===== config.mk =====
export PLATFORM = sky130hd
export DESIGN_NAME = calc_sequencer
export DESIGN_NICKNAME = d
export VERILOG_FILES = /design/src/rtl/calc_pkg.sv /design/src/rtl/calc_digit_accum.sv /design/src/rtl/calc_sequencer.sv
export SDC_FILE = /design/constraint.sdc
export NUM_CORES = 1
export LEC_CHECK = 0
export BUFFER_PORTS_ARGS = -buffer_cell sky130_fd_sc_hd__buf_4
export CORE_MARGIN = 2
export CORE_UTILIZATION = 59
export DETAILED_ROUTE_END_ITERATION = 7
export GPL_TIMING_DRIVEN = 1
export PLACE_DENSITY = 0.93
export SKIP_CTS_REPAIR_TIMING = 1
export SYNTH_ARGS = -nofsm -noshare
export SYNTH_HDL_FRONTEND = slang
export SYNTH_SLANG_ARGS = --single-unit

===== constraint.sdc =====
create_clock -name clk -period 3.89 [get_ports clk]
set_input_delay 0.1945 -clock clk [delete_from_list [all_inputs] [get_ports clk]]
set_output_delay 0.1945 -clock clk [all_outputs]
set_load 0.01 [all_outputs]

===== src/rtl/calc_pkg.sv =====
// Shared types for the calculator sequencer: FSM states, key classes and operator codes.
package calc_pkg;

  typedef enum logic [2:0] {IDLE, GET_A, GET_B, EXEC, RESULT, ERROR} state_t;

  typedef enum logic [2:0] {K_NONE, K_CLR, K_EQ, K_OP, K_DIG} key_t;

  localparam logic [2:0] OP_ADD = 3'd0;
  localparam logic [2:0] OP_SUB = 3'd1;
  localparam logic [2:0] OP_MUL = 3'd2;
  localparam logic [2:0] OP_DIV = 3'd3;

  // Priority clr > eq > op > digit; digits above 9 decode to nothing.
  function automatic key_t key_class(input logic v, c, e, o, input logic [3:0] d);
    if (!v) return K_NONE;
    if (c) return K_CLR;
    if (e) return K_EQ;
    if (o) return K_OP;
    if (d <= 4'd9) return K_DIG;
    return K_NONE;
  endfunction

endpackage


===== src/rtl/calc_digit_accum.sv =====
// Decimal operand accumulator: acc*10+d with digit-count and width overflow rejection.
module calc_digit_accum #(
  parameter int WIDTH      = 16,
  parameter int MAX_DIGITS = 5,
  parameter int CW         = $clog2(MAX_DIGITS + 1)
) (
  input  logic             clk,
  input  logic             rst_n,
  input  logic             clr,
  input  logic             load,
  input  logic             add,
  input  logic [3:0]       d,
  output logic [WIDTH-1:0] acc,
  output logic [CW-1:0]    count
);

  localparam logic [WIDTH+3:0] TEN = (WIDTH + 4)'(10);

  logic [WIDTH+3:0] ext;
  logic             ok;

  // Four extra bits hold any acc*10+9, so the top nibble flags overflow.
  assign ext = {4'b0, acc} * TEN + (WIDTH + 4)'(d);
  assign ok  = (count != CW'(MAX_DIGITS)) && (ext[WIDTH+3:WIDTH] == 4'd0);

  always_ff @(posedge clk or negedge rst_n) begin
    if (!rst_n) begin
      acc   <= '0;
      count <= '0;
    end else if (clr) begin
      acc   <= '0;
      count <= '0;
    end else if (load) begin
      acc   <= WIDTH'(d);
      count <= CW'(1);
    end else if (add && ok) begin
      acc   <= ext[WIDTH-1:0];
      count <= count + CW'(1);
    end
  end

endmodule


===== src/rtl/calc_sequencer.sv =====
// Calculator control FSM: keypad events -> operands -> ALU handshake -> display.
// Optional chained operations are enabled by defining CALC_CHAIN_EN.
module calc_sequencer import calc_pkg::*; #(
  parameter int WIDTH       = 16,
  parameter int OP_W        = 3,
  parameter int MAX_DIGITS  = 5,
  parameter int ALU_TIMEOUT = 255
) (
  input  logic             clk,
  input  logic             rst_n,
  input  logic             key_valid,
  input  logic             key_is_clr,
  input  logic             key_is_eq,
  input  logic             key_is_op,
  input  logic [OP_W-1:0]  key_op,
  input  logic [3:0]       key_digit,
  output logic [WIDTH-1:0] operand_a,
  output logic [WIDTH-1:0] operand_b,
  output logic [OP_W-1:0]  op_sel,
  output logic             alu_start,
  input  logic             alu_done,
  input  logic             alu_err,
  input  logic [WIDTH-1:0] alu_result,
  output logic [WIDTH-1:0] display_val,
  output logic             result_valid,
  output logic             error,
  output logic             busy
);

  localparam int CW = $clog2(MAX_DIGITS + 1);
  localparam int TW = (ALU_TIMEOUT > 1) ? $clog2(ALU_TIMEOUT) : 1;
  localparam logic [TW-1:0] TMAX = TW'((ALU_TIMEOUT > 0) ? ALU_TIMEOUT - 1 : 0);

  state_t            state, state_d;
  key_t              kc;
  logic [WIDTH-1:0]  acc, res, opa_d, opb_d, res_d;
  logic [CW-1:0]     count;
  logic [OP_W-1:0]   pend, opsel_d, pend_d;
  logic              chain, chain_d, start_d;
  logic [TW-1:0]     tcnt, tcnt_d;
  logic              acc_clr, acc_load, acc_add;

  assign kc = key_class(key_valid, key_is_clr, key_is_eq, key_is_op, key_digit);

  calc_digit_accum #(.WIDTH(WIDTH), .MAX_DIGITS(MAX_DIGITS), .CW(CW)) u_accum (
    .clk(clk), .rst_n(rst_n), .clr(acc_clr), .load(acc_load), .add(acc_add),
    .d(key_digit), .acc(acc), .count(count)
  );

  always_ff @(posedge clk or negedge rst_n) begin
    if (!rst_n) begin
      state     <= IDLE;
      operand_a <= '0;
      operand_b <= '0;
      op_sel    <= '0;
      res       <= '0;
      pend      <= '0;
      chain     <= 1'b0;
      tcnt      <= '0;
      alu_start <= 1'b0;
    end else begin
      state     <= state_d;
      operand_a <= opa_d;
      operand_b <= opb_d;
      op_sel    <= opsel_d;
      res       <= res_d;
      pend      <= pend_d;
      chain     <= chain_d;
      tcnt      <= tcnt_d;
      alu_start <= start_d;
    end
  end

  always_comb begin
    state_d  = state;
    opa_d    = operand_a;
    opb_d    = operand_b;
    opsel_d  = op_sel;
    res_d    = res;
    pend_d   = pend;
    chain_d  = chain;
    tcnt_d   = tcnt;
    start_d  = 1'b0;
    acc_clr  = 1'b0;
    acc_load = 1'b0;
    acc_add  = 1'b0;
    if (kc == K_CLR) begin
      state_d = IDLE;
      opa_d   = '0;
      opb_d   = '0;
      opsel_d = '0;
      res_d   = '0;
      pend_d  = '0;
      chain_d = 1'b0;
      tcnt_d  = '0;
      acc_clr = 1'b1;
    end else begin
      case (state)
        IDLE: begin
          if (kc == K_DIG) begin
            acc_load = 1'b1;
            state_d  = GET_A;
          end else if (kc == K_OP) begin
            opa_d   = '0;
            opsel_d = key_op;
            acc_clr = 1'b1;
            state_d = GET_B;
          end
        end
        GET_A: begin
          if (kc == K_DIG) acc_add = 1'b1;
          else if (kc == K_OP) begin
            opa_d   = acc;
            opsel_d = key_op;
            acc_clr = 1'b1;
            state_d = GET_B;
          end else if (kc == K_EQ) begin
            res_d   = acc;
            state_d = RESULT;
          end
        end
        GET_B: begin
          if (kc == K_DIG) acc_add = 1'b1;
          else if (kc == K_OP) begin
            if (count == '0) opsel_d = key_op;
`ifdef CALC_CHAIN_EN
            else begin
              opb_d   = acc;
              pend_d  = key_op;
              chain_d = 1'b1;
              acc_clr = 1'b1;
              tcnt_d  = '0;
              start_d = 1'b1;
              state_d = EXEC;
            end
`endif
          end else if (kc == K_EQ && count != '0) begin
            opb_d   = acc;
            chain_d = 1'b0;
            acc_clr = 1'b1;
            tcnt_d  = '0;
            start_d = 1'b1;
            state_d = EXEC;
          end
        end
        EXEC: begin
          if (alu_done) begin
            if (alu_err) state_d = ERROR;
            else begin
              res_d = alu_result;
              if (chain) begin
                opa_d   = alu_result;
                opsel_d = pend;
                chain_d = 1'b0;
                state_d = GET_B;
              end else state_d = RESULT;
            end
          end else if (ALU_TIMEOUT != 0 && tcnt == TMAX) state_d = ERROR;
          else tcnt_d = tcnt + TW'(1);
        end
        RESULT: begin
          if (kc == K_DIG) begin
            acc_load = 1'b1;
            state_d  = GET_A;
          end else if (kc == K_OP) begin
            opa_d   = res;
            opsel_d = key_op;
            acc_clr = 1'b1;
            state_d = GET_B;
          end
        end
        default: ;
      endcase
    end
  end

  always_comb begin
    display_val = '0;
    case (state)
      IDLE, GET_A: display_val = acc;
      GET_B:       display_val = (count != '0) ? acc : operand_a;
      EXEC:        display_val = operand_b;
      RESULT:      display_val = res;
      default:     display_val = '0;
    endcase
  end

  assign result_valid = (state == RESULT);
  assign error        = (state == ERROR);
  assign busy         = (state == EXEC);

endmodule

# Word level (Yosys, flattened, before mapping)
# Cells that the tools add are included.
# Widths: inputs -> output; s select.
[totals]
input_bits = 31
regBits = 83
[op_classes]
eq_ne = 36
magnitude_cmp = 1
addsub = 3
muxes = 107
reduce_logical = 26
n_mul = 1
[ops]
columns = ["op", "n"]
rows = [
  ["$mux 16", 25],
  ["$pmux 16 s4", 2],
  ["$mux 3", 35],
  ["$mux 8", 6],
  ["$ne 3x3->1 const B", 15],
  ["$mux 1", 33],
  ["$pmux 16 s2", 1],
  ["$add 20x4->20", 1],
  ["$mul 16x3->19 const B", 1],
  ["$reduce_and 6->1", 3],
  ["$pmux 8 s2", 1],
  ["$eq 3x2->1 const B", 4],
  ["$ne 3x2->1 const B", 4],
  ["$pmux 3 s4", 1],
  ["$reduce_bool 3->1", 4],
  ["$reduce_and 10->1", 1],
  ["$reduce_bool 5->1", 2],
  ["$eq 3x3->1 const B", 3],
  ["$pmux 3 s3", 1],
  ["$reduce_and 9->1", 1],
  ["$add 8x1->8 const B", 1],
  ["$eq 8x8->1 const B", 1],
  ["$reduce_and 8->1", 1],
  ["$eq 3x1->1 const B", 2],
  ["other kinds (16)", 25],
]

# Logic depth before layout (Yosys ltp)
# Gate-level depths: netlist of the first run.
[logic_depth]
depth_word = 24
mapped_depth = 13

# Cells and area by module
# From an unflattened synthesis of the first run, not the netlist that was laid out.
[hier_totals]
cells_unflattened = 671
area_unflattened_um2 = 5915.7
[by_module_without_submodules]
columns = ["mod", "cells_each", "area_each_um2", "n_inst", "seq_area_each_um2"]
rows = [
  ["calc_sequencer", 450, 3890.0, 1, 1576.5],
  ["calc_digit_accum", 221, 2025.7, 1, 475.5],
]

# Worst setup path before layout of the first run
# Ideal clock, no wire load.
[synth_timing]
kind = "register to register"
start = "register u_accum.acc[1]"
end = "register u_accum.acc[6]"
t_arrival_ns = 3.376
path_buffers = 1
path_slack_ns = 0.381
stages_incl_launch_ff = 14
setup_ns = 0.133
cell_sequence = "dfrtp_1 ha_1 ha_1 fa_1 a21oi_2 o21ai_0 a311oi_4 nor3_4 and3_1 nor4b_4 o2111a_2 buf_6 mux2i_1 nor2_1"
[synth_via]
elab_chain_cells = 6
[synth_lines]
columns = ["element", "line_no", "rtl"]
rows = [
  ["from (decl)", "calc_digit_accum.sv:13", "output logic [WIDTH-1:0] acc,"],
  ["from (signal assigned)", "calc_digit_accum.sv:34", "acc <= WIDTH'(d);"],
  ["from (signal assigned)", "calc_digit_accum.sv:37", "acc <= ext[WIDTH-1:0];"],
  ["$mul 16x3->19 (*)", "calc_digit_accum.sv:23", "assign ext = {4'b0, acc} * TEN + (WIDTH + 4)'(d);"],
  ["$add 20x4->20 (*)", "calc_digit_accum.sv:23", ""],
  ["$logic_not 4->1", "calc_digit_accum.sv:24", "assign ok = (count != CW'(MAX_DIGITS)) && (ext[WIDTH+3:WIDTH] == 4'd0);"],
  ["$logic_and 1x1->1", "calc_digit_accum.sv:24", ""],
  ["$logic_and 1x1->1", "calc_digit_accum.sv:36", "end else if (add && ok) begin"],
  ["$reduce_bool 3->1 (no source line)", "-", ""],
]
# Every way passes the cells marked *; elsewhere a longest branch is shown, timed or not. The select of a mux whose other input is x is not followed.
# A chain may end at the register's enable or synchronous reset.

# Worst setup path after layout of the first run
# Same ends and word-level chain as after synthesis.

==> impl_metrics.yaml, run 1 <==
run_status:
  outcome: "finished clean"
critical_path:
  cp-startpoint: "u_accum.acc[1]$_DFFE_PN0P_"
  r2r-start: "u_accum.acc[1]$_DFFE_PN0P_"
  worstSetupPathType: "reg -> reg"
  arrival_ns: 3.92
  worstPathMaxFanout: 4
  crit_required_ns: 4.11
  cp-end-kind: "flip-flop"
  startpoint_type: "flip-flop"
sta:
  tightest_slew_ns: 1.05
  holdWs_ns: 0.0193
  finalSetupTns_ns: 0
  finalHoldViolCount: 0
  min_period_ns: 3.70
  fmax_mhz: 271
  worst_slack_ns: 0.194
  finalSetupViolations: 0
  relSlewSlack_pct: 30.3
  fin_worst_skew_ns: 0.0124
  fin_crit_sh_pct: 95.0
  maxSlewViolCount: 0
hold_path:
  hold_path.class: "in -> async"
logic_synthesis:
  synth_nets: 775
  synth.cell_area_um2: 6050
  synth_area_leaders: "dfrtp_1 34%, ha_1 7.4%, a21oi_1 6.9%, mux2i_1 6.9%, nand2_1 6.8%"
  synth_top_cell_by_area: "dfrtp_1"
  yosys_most_used_dff: "dfrtp_1"
  syn_area_per_cell_um2: 8.57
  ys_types: 70
  synth_top_area_share_pct: 33.9
  ys_seq_area_share_pct: 33.9
  ys_ff_latch: 82
  yosysWarnings: 0
  synth_common_cells: "109 x nand2_1, 84 x a21oi_1, 82 x dfrtp_1"
  netlist_instances: 706
  synth_edf_count: 0
  async_flop_share_pct: 100
  synthMostInstantiatedCell: "nand2_1"
placed_design:
  io_buffers: 85
  place_inst: 904
  gp_congestion: 0.936
  pre_cts_ws_ns: 0.147
  hpwl_um: 12800
power:
  p_comb_share_pct: 22.1
  power_switching_mw: 0.634
  p_int_mw: 1.34
  peakVddDrop_uv: 153
  p_leak_nw: 3.24
  powerDensity_nw_per_um2: 280
  seqPwrFrac_pct: 47.4
  p_sw_share_pct: 32.1
  pwr-share-clk_pct: 30.6
cts:
  numClockSinks: 82
  cts_buffers: 9
  cts_buffer_depth: 2
  root_buffer: "clkbuf_8"
  clk_pin_slew_ns: 0.08
  cts_tree: "done"
  clkLatencyLatePin_ns: 0.36
  htreeDepth: 3
final_layout:
  stdcell_count: 923
  nets: 855
  num-fill-cells: 689
  regArea_um2: 2050
  multi_input_comb_area_um2: 3780
  drive_gt1_share_pct: 20.1
  syn2layout_area_growth_pct: 16.9
  antennaDiodeCount: 0
routing:
  dr_wl_met3_um: 1920
  dr.pass1.iters: 5
  met2_length_um: 8010
  wl_met1_um: 6720
  drtIter0Drc: 505
  drt-wirelength-per-cell_um: 18.6
  vias: 5977
  top_layer_used: "met4"
  viasPerCell: 6.48
  wirelength_um: 17200
  antenna_left: 0
  drc: 0
global_routing:
  grt_max_degree: 83
  antenna_found_initial: 0
  overflow: 0
  grt_pass1_wl_um: 27600
  grt_pass1_vias: 5721
  gr-usage-all-layers_pct: 30.8
die:
  die-width_um: 105
  fp.dieH_um: 105
  io_pins: 86
  initial_utilization_pct: 61.3
  core_area_um2: 9860
  die_area_um2: 11100
  num_rows: 36
job:
  maxCapViolations: 0
## metal layers
layer  up-vias  track usage (%)
met5         -                0
met4         0             15.0
met3        73             7.30
met2       407             48.9
met1      2816             39.6
li1       2681                -
## placed cells by master, fill, tap and decap left out, types with 6 or more instances in the layout
master and instances:
nand2_1 109, a22o_1 17, mux2_2 16, dfrtp_1 82, o22ai_1 18, nand3_1 19
buf_4 107, a21oi_1 84, o21ai_1 13, o21ai_0 38, clkbuf_8 10, xor2_1 10
nor2b_1 21, mux2i_1 42, ha_1 36, nand2b_1 6, nor2_1 43, inv_1 17
xnor2_1 10, and3_1 9, or3_1 7
## worst paths after layout
path | slack (ns) | cells after the start | endpoint
worst min-delay path | 0.02 | 1 | op_sel[0]$_DFFE_PN0P_
worst min register to register | 0.55 | 2 | operand_b[5]$_DFFE_PN0P_
worst max register to register | 0.19 | 13 | u_accum.acc[6]$_DFFE_PN0P_
max in group asynchronous | 3.21 | 1 | res[12]$_DFFE_PN0P_
worst max-delay path | 0.19 | 13 | u_accum.acc[6]$_DFFE_PN0P_
min in group clk | 0.09 | 3 | u_accum.acc[1]$_DFFE_PN0P_
## flip-flops by register name, indices dropped and copies added (netlist names)
name	cells
operand_a	16
operand_b	16
res	16
u_accum.acc	16
tcnt	8
op_sel	3
state	3
u_accum.count	3
alu_start	1
## power by group through the flow
stage / registers (mW) / clock network [mW] / logic (mW)
2_1_floorplan: 0.909 / 0 / 0.294
3_5_place_dp: 0.951 / 0 / 0.424
5_1_grt: 0.942 / 0.643 / 0.466
6_report: 0.937 / 0.605 / 0.436
4_1_cts: 0.934 / 0.608 / 0.426
3_3_place_gp: 0.948 / 0 / 0.408
## critical path, stage by stage (launching register included)
cell and delay [ns]:
dfrtp_1 0.39, ha_1 0.30, ha_1 0.25, fa_1 0.45, a21oi_2 0.21, o21ai_0 0.17
a311oi_4 0.43, nor3_4 0.10, and3_1 0.22, nor4b_4 0.30, o2111a_2 0.30, buf_4 0.17
mux2i_1 0.22, nor2_1 0.06
## through the flow
step | power, mW | util [%] | cell area, µm²
CTS | 1.97 | 71.2 | 7030
global route | 2.05 | 71.7 | 7070
floorplan | 1.20 | - | 6050
global placement | 1.36 | 69.4 | 6840
detailed placement | 1.37 | 69.4 | 6840
finish | 1.98 | 71.7 | 7070
## area by class of cell
type | instances | share of cell area (%)
timing repair buffer | 108 | 11.6
tap | 133 | 2.35
clock buffer | 12 | 2.05
clock inverter | 3 | 0.566
multi-input combinational | 567 | 53.4
inverter | 18 | 0.956
sequential | 82 | 29.0
## cells by family after synthesis
group           Yosys count  synth area share [%]
xor+xnor                 22                  3.43
compound gates          209                  21.8
mux                      58                  9.93
buf+inv                  57                  3.74
flops                    82                  33.9
fa+ha+maj                38                  8.11
simple gates            240                  19.0
Note: power is estimated with default switching activity, not from simulation.
==> run 2, diff against run 1 <==
--- a/config.mk
+++ b/config.mk
@@ -6,11 +6,12 @@
 export NUM_CORES = 1
 export LEC_CHECK = 0
 export BUFFER_PORTS_ARGS = -buffer_cell sky130_fd_sc_hd__buf_4
+export CORE_ASPECT_RATIO = 1.5
 export CORE_MARGIN = 2
-export CORE_UTILIZATION = 59
+export CORE_UTILIZATION = 52
 export DETAILED_ROUTE_END_ITERATION = 7
 export GPL_TIMING_DRIVEN = 1
-export PLACE_DENSITY = 0.93
+export PLACE_DENSITY = 0.84
 export SKIP_CTS_REPAIR_TIMING = 1
 export SYNTH_ARGS = -nofsm -noshare
 export SYNTH_HDL_FRONTEND = slang
==> run 2 against run 1 <==
- sequential power shrank 2%
- sequential cell count is the same
- first-iteration DRC count shrank 3.0%
- cell count grew 2.1%
- routed wire length grew 6.0%
- clock skew shrank 0.0086 ns
- largest cell class unchanged
- largest power group is now the clock network
- highest routed layer unchanged
==> impl_metrics.yaml, run 2 (synthesized netlist as in run 1, its figures left out) <==
run_status:
  outcome: "finished clean"
final_layout:
  nets: 856
  drive_gt1_share_pct: 20.8
  final_cell_mix: "109 x nand2_1, 108 x buf_4, 84 x a21oi_1"
  final_area_um2: 7270
  fin_util_pct: 63.7
  antennaDiodeCount: 0
  regArea_um2: 2050
  syn2layout_area_growth_pct: 20.2
  num-fill-cells: 912
  layout_commonest_cell: "nand2_1"
  multi_input_comb_area_um2: 3790
critical_path:
  cp-end-kind: "flip-flop"
  r2r-start: "u_accum.acc[3]$_DFFE_PN0P_"
  crit_required_ns: 4.10
  reg2reg_to: "u_accum.acc[6]$_DFFE_PN0P_"
  startpoint_type: "flip-flop"
  worstSetupPathType: "reg -> reg"
  worstPathMaxFanout: 13
  reg2reg_depth: 13
  arrival_ns: 3.96
  rrSetupSlack_ns: 0.13
cts:
  root_buffer: "clkbuf_16"
  cts_buffer_depth: 2
  clkLatencyLatePin_ns: 0.34
  cts_tree: "done"
  cts_buffers: 9
  numClockSinks: 82
  clk_pin_slew_ns: 0.06
  htreeDepth: 3
power:
  pwr-share-clk_pct: 41.5
  p_int_mw: 1.66
  peakVddDrop_uv: 190
  seqPwrFrac_pct: 38.9
  powerDensity_nw_per_um2: 325
  p_sw_share_pct: 29.7
  finalPower_mw: 2.36
  power_switching_mw: 0.702
  p_leak_nw: 3.31
  p_comb_share_pct: 19.6
die:
  initial_utilization_pct: 53.0
  die-width_um: 92.1
  num_rows: 48
  io_pins: 86
  core_area_um2: 11400
  fp.dieH_um: 136
  die_area_um2: 12500
sta:
  fin_worst_skew_ns: 0.00378
  min_period_ns: 3.76
  finalHoldViolCount: 0
  finalSetupViolations: 0
  worst_slack_ns: 0.133
  fmax_mhz: 266
  fin_crit_sh_pct: 96.6
  tightest_slew_ns: 1.05
  relSlewSlack_pct: 30.2
  maxSlewViolCount: 0
routing:
  drc: 0
  dr.pass1.iters: 5
  drt-wirelength-per-cell_um: 19.4
  drtIter0Drc: 490
  viasPerCell: 6.36
  wirelength_um: 18200
  vias: 5992
  antenna_left: 0
global_routing:
  grt_pass1_wl_um: 29200
  grt_pass1_vias: 6058
  gr-usage-all-layers_pct: 29.3
  overflow: 0
  antenna_found_initial: 0
  grt_max_degree: 83
placed_design:
  hpwl_um: 12900
  pre_cts_ws_ns: 0.105
  gp_congestion: 0.899
  placed_cell_area_um2: 6890
  io_buffers: 85
hold_path:
  hold_path.class: "in -> async"
job:
  maxCapViolations: 0
run 2: cell count changes in the layout (fill, tap and decap cells not counted), moves of 2 or more:
cell,previous run,this run
bufinv_16,1,3
clkbuf_8,10,0
clkbuf_16,0,9
clkbuf_1,2,0
run 2: layout make-up:
cell class	count	area share, %
Clock inverter	7	1.60
Clock buffer	9	3.10
Timing Repair Buffer	109	11.4
Tap cell	150	2.58
Sequential cell	82	28.2
Inverter	18	0.929
Multi-Input combinational cell	567	52.1
run 2: routing by layer:
layer / track usage, % / share of wire (%) / vias up
met2: 51.4 / 51 / 355
met1: 32.8 / 36 / 2850
met4: 18.7 / 6.1 / 0
li1: - / - / 2693
met5: 0 / 0 / -
met3: 4.60 / 6.9 / 94
run 2: worst max-delay path by stage:
stage,start,to,slack [ns],depth (start not counted)
floorplan,u_accum.acc[1]$_DFFE_PN0P_,u_accum.acc[6]$_DFFE_PN0P_,0.38,13
global placement,u_accum.acc[1]$_DFFE_PN0P_,u_accum.acc[2]$_DFFE_PN0P_,0.25,12
detailed placement,u_accum.acc[1]$_DFFE_PN0P_,u_accum.acc[2]$_DFFE_PN0P_,0.10,12
CTS,u_accum.acc[1]$_DFFE_PN0P_,u_accum.acc[6]$_DFFE_PN0P_,0.03,12
global route,u_accum.acc[3]$_DFFE_PN0P_,u_accum.acc[6]$_DFFE_PN0P_,-0.008,13
finish,u_accum.acc[3]$_DFFE_PN0P_,u_accum.acc[6]$_DFFE_PN0P_,0.13,13
run 2: power by group through the flow:
stage / combinational [mW] / clock [mW] / sequential [mW]
global route: 0.492 / 1.02 / 0.920
finish: 0.464 / 0.980 / 0.918
CTS: 0.453 / 0.989 / 0.916
detailed placement: 0.448 / 0 / 0.931
floorplan: 0.294 / 0 / 0.909
global placement: 0.435 / 0 / 0.930
run 2: critical path: stages, from the launching register on:
cell and delay (ns):
dfrtp_1 0.38, buf_4 0.17, ha_1 0.30, ha_1 0.43, o211ai_1 0.19, o21ai_2 0.36, a21oi_1 0.18, o21bai_1 0.23
nor4b_1 0.28, nor4b_4 0.39, o2111a_2 0.28, buf_12 0.16, mux2i_1 0.23, nor2_1 0.06
run 2: per-stage QoR:
stage	hold slack [ns]	TNS, ns	instances
after floorplan	-0.101	0	706
after global routing	0.102	-0.0152	942
after detailed placement	0.435	0	924
final	0.0176	0	942
after global placement	0.432	0	924
after CTS	0.0716	0	940
